===== config.mk =====
export PLATFORM = sky130hd
export DESIGN_NAME = wb_write_queue
export DESIGN_NICKNAME = d
export VERILOG_FILES = /design/src/rtl/wb_write_queue.sv
export SDC_FILE = /design/constraint.sdc
export NUM_CORES = 1
export LEC_CHECK = 0
export ABC_CLOCK_PERIOD_IN_PS = 4700
export BUFFER_PORTS_ARGS = -buffer_cell sky130_fd_sc_hd__buf_4
export CORE_MARGIN = 2
export CORE_UTILIZATION = 45
export CTS_BUF_LIST = sky130_fd_sc_hd__clkbuf_4 sky130_fd_sc_hd__clkbuf_8
export DETAILED_ROUTE_END_ITERATION = 10
export PLACE_DENSITY = 0.6
export SLEW_MARGIN = 20
export SYNTH_ARGS = -nofsm -noshare
export SYNTH_HDL_FRONTEND = slang
export SYNTH_SLANG_ARGS = --single-unit

===== constraint.sdc =====
create_clock -name clock -period 4.7 [get_ports clock]
set_input_delay 0.235 -clock clock [delete_from_list [all_inputs] [get_ports clock]]
set_output_delay 0.235 -clock clock [all_outputs]
set_load 0.02 [all_outputs]

===== src/rtl/wb_write_queue.sv =====
// wb_write_queue
// Writeback queue that sits in front of the 32x32 register file write port.
// It accepts writeback requests from the ALU, load and branch-and-link paths
// through a valid/ready handshake. Requests are held in an in-order circular
// buffer, and at most one is retired per cycle into the register file.
// Decode can look up pending writes combinationally, so it can forward a
// value or stall.
//
// Optional build macro: WBQ_BYPASS_EN
//   When defined, a request that arrives while the queue is empty (and there
//   is no stall or flush) is driven straight onto rf_wr_* in the same cycle.
//   It is not stored, and lookup never reports it.
//
// Ports:
//   clock, reset         system clock; synchronous active-high reset
//   flush                synchronous discard of all queued entries
//   in_valid/in_ready    request handshake
//   in_addr/in_data      destination register and value
//   in_link              redirect the write to LINK_REG
//   rf_wr_en/addr/data   register file write port
//   rf_stall             register file busy; the head entry is held
//   lookup_addr          register index queried by decode
//   lookup_hit/data      youngest pending write to lookup_addr
//   count                number of valid entries
module wb_write_queue #(
  parameter int DEPTH    = 4,
  parameter int ADDR_W   = 5,
  parameter int DATA_W   = 32,
  parameter int LINK_REG = 31
) (
  input  logic                     clock,
  input  logic                     reset,
  input  logic                     flush,
  input  logic                     in_valid,
  output logic                     in_ready,
  input  logic [ADDR_W-1:0]        in_addr,
  input  logic [DATA_W-1:0]        in_data,
  input  logic                     in_link,
  output logic                     rf_wr_en,
  output logic [ADDR_W-1:0]        rf_wr_addr,
  output logic [DATA_W-1:0]        rf_wr_data,
  input  logic                     rf_stall,
  input  logic [ADDR_W-1:0]        lookup_addr,
  output logic                     lookup_hit,
  output logic [DATA_W-1:0]        lookup_data,
  output logic [$clog2(DEPTH):0]   count
);

  localparam int PTR_W = $clog2(DEPTH);
  localparam int CNT_W = PTR_W + 1;
  localparam logic [CNT_W-1:0] FULL = CNT_W'(DEPTH);

  logic [ADDR_W-1:0] q_addr [DEPTH];
  logic [DATA_W-1:0] q_data [DEPTH];
  logic [PTR_W-1:0]  head;
  logic [PTR_W-1:0]  tail;

  logic [ADDR_W-1:0] addr_eff;
  logic              not_empty;
  logic              pop;
  logic              push;
  logic              bypass;

  assign addr_eff  = in_link ? ADDR_W'(LINK_REG) : in_addr;
  assign not_empty = (count != '0);
  assign in_ready  = (count < FULL) && !flush;

  // A write presented on the reset edge would land in the register file
  // after the queue has already forgotten it, so reset also blocks retirement.
  assign pop = not_empty && !rf_stall && !flush && !reset;

`ifdef WBQ_BYPASS_EN
  assign bypass = !not_empty && !rf_stall && !flush && !reset && in_valid;
`else
  assign bypass = 1'b0;
`endif

  assign push = in_valid && in_ready && !bypass;

  // Address and data stay on the head entry while stalled. Only the
  // strobe drops.
  always_comb begin
    rf_wr_en   = pop || bypass;
    rf_wr_addr = '0;
    rf_wr_data = '0;
    if (not_empty) begin
      rf_wr_addr = q_addr[head];
      rf_wr_data = q_data[head];
    end else if (bypass) begin
      rf_wr_addr = addr_eff;
      rf_wr_data = in_data;
    end
  end

  always_ff @(posedge clock) begin
    if (reset || flush) begin
      head  <= '0;
      tail  <= '0;
      count <= '0;
    end else begin
      if (push) tail <= tail + PTR_W'(1);
      if (pop)  head <= head + PTR_W'(1);
      case ({push, pop})
        2'b10:   count <= count + CNT_W'(1);
        2'b01:   count <= count - CNT_W'(1);
        default: count <= count;
      endcase
    end
  end

  always_ff @(posedge clock) begin
    if (push && !reset) begin
      q_addr[tail] <= addr_eff;
      q_data[tail] <= in_data;
    end
  end

  // Scan from oldest to youngest so that the last match wins. An entry that
  // retires this cycle is still included, because the register file shows
  // its value only from the next cycle on.
  logic [PTR_W-1:0] idx;
  always_comb begin
    lookup_hit  = 1'b0;
    lookup_data = '0;
    idx         = '0;
    for (int i = 0; i < DEPTH; i++) begin
      idx = head + PTR_W'(i);
      if ((CNT_W'(i) < count) && (q_addr[idx] == lookup_addr)) begin
        lookup_hit  = 1'b1;
        lookup_data = q_data[idx];
      end
    end
  end

endmodule

==> summary by stage, run 1 <==
Run status
The flow ran to the end, and the final reports show no timing, DRC or antenna violations.

Logic synthesis
The average instance in the mapped netlist occupies 13.0 sq um. The area fraction of the dominant cell type after synthesis is 0.452. The total nets after synthesis is approximately 810. The number of synthesized flops with an enable pin is 148. The netlist area before placement is about 10000 sq um. In the post-synthesis netlist, the cell with the most instances is edfxtp_1. For this run, the leading register cell type out of synthesis is edfxtp_1. The total of flip-flops plus latches after synthesis is 157. The Yosys step of the flow raised 0 warnings. The proportion of register bits with asynchronous set or reset after synthesis is 0.

The gate count of the mapped netlist is 757. The largest area contributor in the synthesized netlist is edfxtp_1. The commonest cells after synthesis are 148 x edfxtp_1, 84 x mux4_2, 68 x nand2_1. The share of the Yosys chip area taken by registers is 0.471. After synthesis, the cell types taking the most area are edfxtp_1 45%, mux4_2 19%, mux2_1 3.7%.

The post-synthesis cell type count is 40.

Timing
The final number of hold-violating endpoints is 0. On the final layout, the worst clock skew is 0.0113 ns. Setup repair after global routing left no endpoint under its margin. Derived from the worst setup path, the maximum achievable clock frequency is around 250 MHz. Across all setup checks in the final design, the least slack found is 0.763 ns. The shortest period the worst path allows is approximately 3.9 ns. The total negative slack for setup checks is 0 ns. The worst pin sits at a relative slew slack of 0.341. The final-report max-slew violation count came to 0. The worst hold-check slack is 0.0510 ns. The slew at the pin closest to its max-slew limit is between 0.9 and 1 ns. The share of the cycle needed by the critical path after routing is 0.838. The final number of setup-violating endpoints is 0.

Worst setup path
The data arrival time of the critical path is 3.70 ns. The worst setup path is launched from a register. The launch point of the worst reg-to-reg path is count[2]. The critical path start-end classification is reg2out. The reg-to-reg critical path endpoint is q_data[3][11].

STA puts the critical path data required time at between 4 and 5 ns. The cell depth of the worst flop-to-flop path is 5. The highest net fanout along the worst path is 71. The worst setup slack for register-to-register paths is between 2 and 2.5 ns.

The endpoint kind of the worst setup timing path is an output port.

Power
For this design the static power due to leakage is 3.71 nW. The worst ir drop on vdd is approximately 0.16 mV. For this design the ratio of total power to cell area is around 240 nW/um^2.

Global routing
The global routing met3 resource utilization is 0.0416. Entering global routing, the biggest net connects 72 pins. The initial antenna violation count is 1. For met1 alone, demand over resource in global routing was 0.307. The first global-routing pass estimated 40,600 um of wire. The leftover overflow at the end of global routing is 0.

The via count of the first global-routing pass is between 7,000 and 8,000. For this run, the total global-route usage over all layers was measured as 0.238. For this run, global-route usage on met2 was measured as 0.408. The peak-usage layer in the global routing report is met2.

Route
Across all layers, the routed design uses 7,243 vias. In the final routed layout, each cell accounts on average for 22.7 um. The detail-routed via count per cell is 6.20.

The routed wire length is 26,600 um. The starting DRC count in detailed routing is ~510. The number of remaining DRC errors is 0. Once detail routing completed, the nets flagged for antenna violations numbered 0. The total iterations of the first detailed-routing run is 8.

Floorplanning
The floorplan step defined a core boundary enclosing 21,600 sq um. The die covers 23,000 sq um. During I/O placement, the number of pins put on the boundary was 123. The effective utilization at floorplan is 0.454.

The die width is around 150 um. From bottom edge to top edge, the die measures around 150 um. Row generation in the floorplan step produced 54 rows.

Clock tree
The CTS tree is yes. The cell sitting at the root of the clock tree is a clkbuf_8. For the worst-skew pair, the clock arrives at the later sink with an insertion delay of ~0.45 ns. Clock tree synthesis found a total of 157 sinks. In this run the number of H-tree levels came out at 4. The post-CTS clock slew at the launch and capture registers of the worst setup and hold paths is 0.09 ns. The number of clock buffers added by TritonCTS is 17. No sink is reached through more buffers than the 2 on the longest clock path.

Finish
Compared with the post-synthesis result, the final layout area differs by 18.7%. In the final layout, the share of cells above drive strength 1 is 0.313. The final standard cell count with taps included and fillers excluded is roughly 1,200. The final design utilization is 0.539. After the last flow step, the layout net total stands at 932.

Placed design
The routability congestion estimate is roughly 0.76. Prior to clock tree synthesis, the placed netlist has a worst setup slack of 1.23 ns. The count of placed standard cells including taps is around 1,100. Detailed placement ended at an HPWL of 16,800 um. Port buffering added around 120 buffers.

Hold path
The worst hold path begins at in_valid. The worst hold path terminates at tail[1]. In this run the worst hold path is classified as in2reg. The worst hold path was traced through 3 stages.

Run
The count of max-cap constraint violations is 0.
[layer usage]
metal | wire length, um | part of all wire
met5 | 0 | 0
met4 | 468 | 0.018
met3 | 1700 | 0.064
met2 | 13800 | 0.52
met1 | 10600 | 0.40
[critical path: stages (launching register included)]
cell      delay, ns
dfxtp_4        0.87
mux4_2         0.61
xnor2_1        0.17
nand4_1        0.26
o22ai_4        0.57
buf_4          0.38
o221ai_1       0.19
buf_4          0.19
[cells in the final DEF (no fill, tap or decap), drive strengths merged, types with 4 or more instances in the layout]
| cell type | Yosys | routed |
|---|---|---|
| edfxtp | 148 | 148 |
| buf | 38 | 141 |
| mux4 | 84 | 84 |
| nand2 | 68 | 68 |
| nor2 | 42 | 42 |
| and2 | 41 | 41 |
| a21oi | 35 | 35 |
| nor3 | 34 | 34 |
| mux2i | 33 | 33 |
| mux2 | 33 | 33 |
| a31oi | 32 | 32 |
| dlygate4sd3 | 0 | 32 |
| o211ai | 31 | 31 |
| o221ai | 31 | 31 |
| xnor2 | 21 | 21 |
| clkbuf | 36 | 17 |
| ha | 9 | 9 |
| dfxtp | 9 | 9 |
| inv | 4 | 9 |
| or2 | 7 | 7 |
| clkinv | 0 | 6 |
| nand4 | 4 | 4 |
| xor2 | 4 | 4 |
| o21ai | 4 | 4 |
[kinds of logic after synthesis]
| kind of cell | Yosys count | share of synthesized area |
|---|---|---|
| and+or+nand+nor | 202 | 0.0975 |
| DFF | 157 | 0.471 |
| muxes | 150 | 0.264 |
| AOI/OAI and AO/OA | 136 | 0.0941 |
| buffers and inverters | 78 | 0.0400 |
| xor gates and xnor gates | 25 | 0.0223 |
| adders and majority gates | 9 | 0.0115 |
[worst max-delay path by stage]
stage / start / to / slack, ns / cells after the start
floorplan: count[0] / count[2] / 2.08 / 7
global placement: head[1] / lookup_data[9] / 1.29 / 7
detailed placement: head[1] / lookup_data[0] / 1.23 / 7
CTS: head[1] / lookup_data[4] / 0.70 / 7
global route: head[0] / lookup_data[8] / 0.54 / 8
finish: head[1] / lookup_data[9] / 0.76 / 7
[through the flow]
step                instance area [sq um]  total power [mW]
detailed placement                  10900              1.78
global route                        11700              2.93
CTS                                 11700              2.86
floorplan                            9830              1.68
finish                              11700              2.83
global placement                    10900              1.77
[layout make-up]
class,instances,area (sq um)
Fill cell,1825,9960
Multi-Input combinational cell,522,4860
Sequential cell,157,4640
Timing Repair Buffer,173,1380
Tap cell,280,350
Clock buffer,17,234
Clock inverter,15,188
Inverter,4,15.0
Antenna cell,1,2.50
[power by group]
part | internal (mW) | total [mW] | switching, mW
clock | 0.536 | 1.06 | 0.522
sequential | 1.54 | 1.55 | 0.0112
combinational | 0.106 | 0.220 | 0.114
total | 2.18 | 2.83 | 0.648
[registers in the layout (all words and copies together), names as in the netlist, named ones only]
register,count
count,3
head,2
q_addr,20
q_data,128
tail,2
[repair_timing]
action,in CTS,in global routing
setup buffers,0,0
hold buffers,32,0
gates resized for setup,0,0
hold endpoints to repair,128,0
Note: power is estimated with default switching activity, not from simulation.
==> run 2, diff against run 1 <==
ABC_CLOCK_PERIOD_IN_PS = 3250   (was 4700)
PLACE_DENSITY = 0.63   (was 0.6)
clock period = 3.25 ns   (was 4.7 ns; I/O delays follow)
==> run 2 against run 1 <==
Effect of this change:
- final area grew 4.7%
- largest cell class unchanged
- wire length grew 0.90%
- final cell count grew 2.7%
- clock skew grew 0.0013 ns
- setup slack lost 0.66 ns
- total power grew 45%
==> summary by stage, run 2 (same netlist as run 1, synthesis figures left out) <==
Clock tree
The total CTS buffers is 17. The clock passes through at most 2 buffers. The cell chosen for the clock root is clkbuf_8. Counting every sink on the clock net gives roughly 160. CTS built an H-tree with a depth of 4. TritonCTS built the clock tree. Clock-pin slew was measured on the worst setup and hold paths at around 0.090 ns.

For the worst-skew pair, the clock arrives at the later sink with an insertion delay of between 0.4 and 0.5 ns.

Timing
Based on the critical path, the design can be clocked at up to 318 MHz. The slew at the pin closest to its max-slew limit is 0.786 ns. The total negative slack for setup checks is 0 ns. In this run the tightest slew margin relative to its limit is 0.476.

Of the available clock period, the critical path in the final layout requires 0.968. The final-report max-slew violation count is 0. The shortest period the worst path allows is between 3 and 4 ns. For the final database, setup skew stands at between 0.01 and 0.015 ns. Setup violations remaining at the end of the flow were counted as 0. The final number of hold-violating endpoints is 0. The tightest hold path in the finished design has a slack of 0.0237 ns. Setup slack on the critical path of the routed design comes to 0.104 ns.

Global routing
The via count of the first global-routing pass is 7,388. The total routing usage reported by global routing is 0.232. For this run the aggregate overflow at the end of global routing stands at 0. Entering global routing, the biggest net connects 107 pins. The initial antenna violation count was 0. The first-pass GRT wire length is 40,100 um.

Power
Of the total power, the share spent switching nets is 0.228. The share of power burned in registers is 0.547. The share of total power dissipated in the clock network is 0.372. The worst ir drop on vdd is 0.245 mV. The ratio of total power to cell area is 335 nW/um^2. Summed over all cells, the static leakage comes to 3.95 nW. The internal power summed over all cells is 3.16 mW. Overall power consumption after layout is estimated at 4.10 mW.

The part of the power in combinational logic is 0.081. The analysis attributes to net switching a power of 933 uW.

Hold path
The tightest min-delay check is of the in2reg type. For hold timing, the worst endpoint is q_addr[1][0]. The worst hold path begins at in_addr[0]. Counting instances, the worst hold path has a depth of 2.

Finish
The largest registers in the layout are q_data x128, q_addr x20, count x3. The final layout net count is 965. Of the cells placed in the final design, the portion with a size suffix greater than 1 is 0.344. The register containing the most flip-flops in the final layout is q_data. The repair_antennas step left the layout with diodes totalling 0. The synthesis-to-finish area growth is 24.3%. The commonest non-fill, non-tap cell in the layout is edfxtp_1. In the final layout, flip-flops and latches occupy around 4600 sq um.

The number of inserted filler cells in the final layout is ~1,800. In the layout the commonest cells are 148 x edfxtp_1, 147 x buf_4, 84 x mux4_2. The flip-flop count of the largest register, all copies and words added is 128. For this run, the share of the core covered by cells in the final layout is 0.565. The multi-input gate area in the final layout is 4910 sq um.

Route
The detailed router finished its first iteration with ~550 violations. The routed wire length is 26,800 um. The detail route stage leaves a number of antenna-violating nets equal to 0. Before antenna repair, the detailed router went through 4 iterations.

The number of remaining DRC errors is 0. The average detailed-routed wire length per instance is ~22 um. In the routed layout, each cell is associated on average with a via count of 6.19. The overall via count from detail_route is 7,439.

Worst setup path
In this run the worst path has a maximum fanout of 17. The cell depth of the worst flop-to-flop path is 7. The worst setup path is of the reg2out kind.

The required arrival time at the worst endpoint is 3.09 ns. The data arrival time of the critical path is 2.98 ns. STA classifies the critical path startpoint as a register.

The launch point of the worst reg-to-reg path is count[0]. Across all register-to-register paths, the minimum setup slack is about 0.8 ns. The endpoint kind of the worst setup timing path is an output port.

In this run the critical register-to-register path is captured at count[2].

Run status
The flow ran to the end, and the final reports show no timing, DRC or antenna violations.

Placed design
The total half-perimeter wirelength after legalization and detailed placement is 16,600 um. Prior to clock tree synthesis, the placed netlist has a worst setup slack of 0.351 ns. The routability congestion estimate is 0.824.

The count of input and output buffers is 122.

Floorplanning
The I/O pin total is 123. The height of the die is between 150 and 200 um. The floorplan die area is 23,000 sq um. The effective utilization at floorplan is 0.454. In this run the standard cell core region covers 21,600 sq um. The die width is approximately 150 um. The number of cell rows is between 50 and 60.

Run
The count of max-cap constraint violations is 0.
## run 2: cell count changes in the layout (fill, tap and decap cells not counted), moves of 2 or more
cell           before  now
nand2_2             0    2
buf_4             141  147
nor3_1             33   30
o221ai_2            0    5
o221ai_1           31   26
buf_12              0   14
buf_6               0    4
nand2_1            68   66
nor3_2              0    3
clkbuf_16           0    2
buf_8               0    2
dlygate4sd3_1      32   36
## run 2: cell type report
type / instances / area share
Clock buffer: 17 / 0.0192
Clock inverter: 15 / 0.0153
Inverter: 4 / 0.00123
Multi-Input combinational cell: 522 / 0.402
Sequential cell: 157 / 0.380
Tap cell: 280 / 0.0287
Timing Repair Buffer: 206 / 0.154
## run 2: power by group through the flow
stage	Combinational, mW	Clock, mW	Sequential, mW
CTS	0.329	1.55	2.24
floorplan	0.147	0	2.29
finish	0.331	1.52	2.24
detailed placement	0.290	0	2.29
global placement	0.284	0	2.29
global route	0.356	1.63	2.24
## run 2: metal layers
layer	vias to the layer above	global-route usage	part of all wire
met5	-	0	0
met4	0	0.0810	0.019
met3	46	0.0482	0.060
met2	264	0.386	0.51
met1	3818	0.305	0.41
li1	3311	-	-
## run 2: timing repair
| action | 4_1_cts | 5_1_grt |
|---|---|---|
| setup buffers | 7 | 14 |
| setup endpoints to repair | 29 | 33 |
| gates cloned | 0 | 2 |
| hold buffers | 36 | 0 |
| pin swaps | 2 | 6 |
| endpoints found under the hold margin | 141 | 0 |
| resized for setup | 7 | 22 |
## run 2: worst max-delay path by stage
| stage | start | end | cells after the start |
|---|---|---|---|
| floorplan | count[0] | count[2] | 7 |
| global placement | head[0] | lookup_data[31] | 8 |
| detailed placement | head[0] | lookup_data[0] | 8 |
| CTS | register | lookup_data[18] | 8 |
| global route | head[0] | lookup_data[12] | 10 |
| finish | head[0] | lookup_data[4] | 9 |
## run 2: worst max-delay path, cell delays in order, from the launching register on
cell and delay [ns]:
dfxtp_4 0.40, clkbuf_4 0.20, mux4_2 0.51, xnor2_1 0.16
nand4_1 0.14, or2_4 0.32, buf_6 0.20, a31oi_1 0.21
o221ai_1 0.18, buf_4 0.20
## run 2: stage by stage
step | instance area, sq um | cells
after global placement | 11100 | 1110
after floorplan | 9830 | 757
after detailed placement | 11100 | 1110
final | 12200 | 1201
after global routing | 12200 | 1201
after CTS | 11900 | 1185
==> run 3, diff against run 2 <==
ABC_CLOCK_PERIOD_IN_PS = 3950   (was 3250)
PLACE_DENSITY = 0.6   (was 0.63)
clock period = 3.95 ns   (was 3.25 ns; I/O delays follow)
==> run 3 against run 2 <==
Effect of this change:
- critical path depth did not move
- largest power group unchanged
- global-route usage up 0.27 points
- highest routed layer unchanged
- hold slack improved by 0.031 ns
- sequential power fell by 18%
- largest cell class unchanged
==> summary by stage, run 3 (same netlist as run 1, synthesis figures left out) <==
Timing
The total negative slack for setup checks is 0 ns. The final-report max-slew violation count is 0. The final number of setup-violating endpoints is 0.

The shortest period the worst path allows is 3.70 ns. The slew at the pin closest to its max-slew limit is between 1 and 1.5 ns. Based on the critical path, the design can be clocked at up to 271 MHz. The final number of hold-violating endpoints is 0.

Setup repair after global routing left no endpoint under its margin. Across all setup checks in the final design, the least slack found is 0.255 ns. The final clock skew is 0.0111 ns. Dividing the final minimum period by the clock period gives 0.936. The worst pin sits at a relative slew slack of 0.285.

Finish
The number of inserted filler cells in the final layout is 1,815. The final standard cell count with taps included and fillers excluded is 1,172. In the final layout, the share of cells above drive strength 1 is 0.312. The register with the most flip-flops in the layout has 128 of them. Summing all non-filler instances in the final layout gives an area of 11,700 sq um. The largest registers in the layout are q_data x128, q_addr x20, count x3.

Leaving out fill and tap cells, the most frequent cell in the layout is edfxtp_1. The area occupied by registers is 4640 sq um. The register containing the most flip-flops in the final layout is q_data. The multi-input gate area in the final layout is 4860 sq um. The net count of the finished layout is 935. The library cells used most frequently in the layout, excluding fill and tap cells, are 148 x edfxtp_1, 142 x buf_4, 84 x mux4_2. Relative to the synthesized area, the layout overhead comes to 19.0%.

Placed design
The placed instance area is 10,900 sq um. The number of placed instances, taps included, is 1,105. The routability congestion estimate is 0.801. The total half-perimeter wirelength after legalization and detailed placement is 16,400 um. The count of buffers added on input and output ports is 122. The post-placement worst setup slack is ~0.82 ns.

Clock tree
The later pin in the worst-skew pair is clocked with a latency of 0.46 ns. The total CTS buffers is 17. The CTS tree is yes. The post-CTS repair timing setup buffer count is 0. The number of buffers added to fix hold violations after cts is 33. CTS built an H-tree with a depth of 4.

The total of cells resized after clock tree synthesis is 0. The maximum buffer depth of the clock tree is 2. Clock-pin slew was measured on the worst setup and hold paths at 0.09 ns.

Clock tree synthesis found a total of 157 sinks. The cell chosen for the clock root is clkbuf_8.

Route
In the routed design, unresolved DRC markers number 0. For this run, the detailed router's first-pass iteration total came to 5. The detailed router placed a little over 7,000 vias in this run. For this block, the initial DRC count from the detailed router was 513. The detail-routed via count per cell is 6.20.

The routed wire length is approximately 27,000 um. Once detail routing completed, the nets flagged for antenna violations numbered 0. After detailed routing, the average wire length per cell comes to 22.8 um.

Worst setup path
The master of the slowest instance on the critical path is mux4_2. The signal on the critical path passes through buf_4 -> mux4_2 -> xnor2_1 -> nand2_1 -> nor2_4 -> buf_4 -> o211ai_1 -> o221ai_1 -> buf_4. In this design, the critical path's most frequently occurring cell is buf_4. The data arrival time of the critical path is approximately 3.5 ns. The worst setup path is launched from a register. STA classifies the critical path endpoint as an output port. The largest stage delay on the critical path is between 0.5 and 0.6 ns. The required arrival time at the worst endpoint is 3.75 ns. Of all nets on the critical path, the largest fanout is 56. By startpoint and endpoint, the worst setup path is classified as reg2out.

Power
The worst-case IR drop observed on VDD is 0.198 mV. The leakage power total is 3.70 nW. Of the total power, the share spent switching nets is 0.227. The ratio of total power to cell area is 286 nW/um^2. The share of total power dissipated in the clock network is 0.369.

The part of the power in combinational logic is 0.079. The internal power of the cells totals 2.58 mW. The net switching power of the design is 759 uW.

Of the total power, registers draw 0.552. Power comes to about 3.3 mW.

Floorplanning
From left edge to right edge, the die measures 152 um. 123 I/O pins were placed. For this configuration, the core starts out at a cell density of 0.454. In this run the core area contains between 50 and 60 standard-cell rows. The height of the die is 152 um. The die covers 23,000 sq um.

The total core area is 21,600 sq um.

Global routing
The via count of the first global-routing pass is 7,309. In the global route stage, overall resource usage came out at 0.235. The leftover overflow at the end of global routing is 0. Entering global routing, the biggest net connects 107 pins. The initial antenna violation count is 0.

The first-pass GRT wire length is 40,300 um.

Hold path
The worst hold path belongs to the class in2reg.

Run
Max-cap violations in this run came to 0.

Run status
The run finished with clean final reports.
==> run 3: cell types whose count changed in the layout (fill, tap and decap cells not counted), moves of 3 or more <==
cell,delta
buf_12,-14
buf_6,-4
nor3_1,+3
nor3_2,-3
buf_4,-5
dlygate4sd3_1,-3
o221ai_1,+5
o221ai_2,-5
clkinvlp_4,+5
==> run 3: path summary, 6_finish.rpt <==
kind                          end  startpoint  slack [ns]  cells after the start
setup reg to reg     q_addr[1][0]    count[2]        1.44                      5
setup / recovery  lookup_data[18]     head[1]        0.25                      9
hold reg to reg           tail[1]     tail[1]        0.52                      2
hold / removal       q_addr[2][2]  in_addr[2]        0.06                      2
==> run 3: power by group through the flow <==
stage | logic (mW) | clock network, mW | registers, mW
floorplan | 0.121 | 0 | 1.88
global placement | 0.231 | 0 | 1.88
detailed placement | 0.236 | 0 | 1.88
CTS | 0.264 | 1.25 | 1.84
global route | 0.282 | 1.32 | 1.85
finish | 0.264 | 1.23 | 1.84
==> run 3: layout make-up <==
| type | instances | share of cell area |
|---|---|---|
| repair buffers | 176 | 0.122 |
| clock inverters | 15 | 0.0148 |
| diodes | 1 | 0.000214 |
| inverters | 4 | 0.00128 |
| multi-input cells | 522 | 0.415 |
| flip-flops and latches | 157 | 0.397 |
| well taps | 280 | 0.0300 |
| clock buffers | 17 | 0.0200 |
==> run 3: worst max-delay path: cells and delay by family, from the launching register on <==
kind                      cells  cell delay, ns
xor gates and xnor gates      1            0.15
and+or+nand+nor               2            0.33
buffers and inverters         3            1.10
DFF                           1            0.49
AOI/OAI and AO/OA             2            0.36
muxes                         1            0.58
==> run 3: routing by layer <==
metal / GRT usage / vias up / part of all wire
li1: - / 3250 / -
met5: 0 / - / 0
met3: 0.0416 / 45 / 0.054
met2: 0.407 / 287 / 0.52
met1: 0.297 / 3680 / 0.41
met4: 0.0856 / 0 / 0.021
==> run 3: stage by stage <==
stage / hold WS [ns] / util
after floorplan: 0.296 / -
after global placement: 0.394 / 0.505
after detailed placement: 0.400 / 0.505
after CTS: 0.0258 / 0.539
after global routing: 0.0460 / 0.541
final: 0.0551 / 0.541
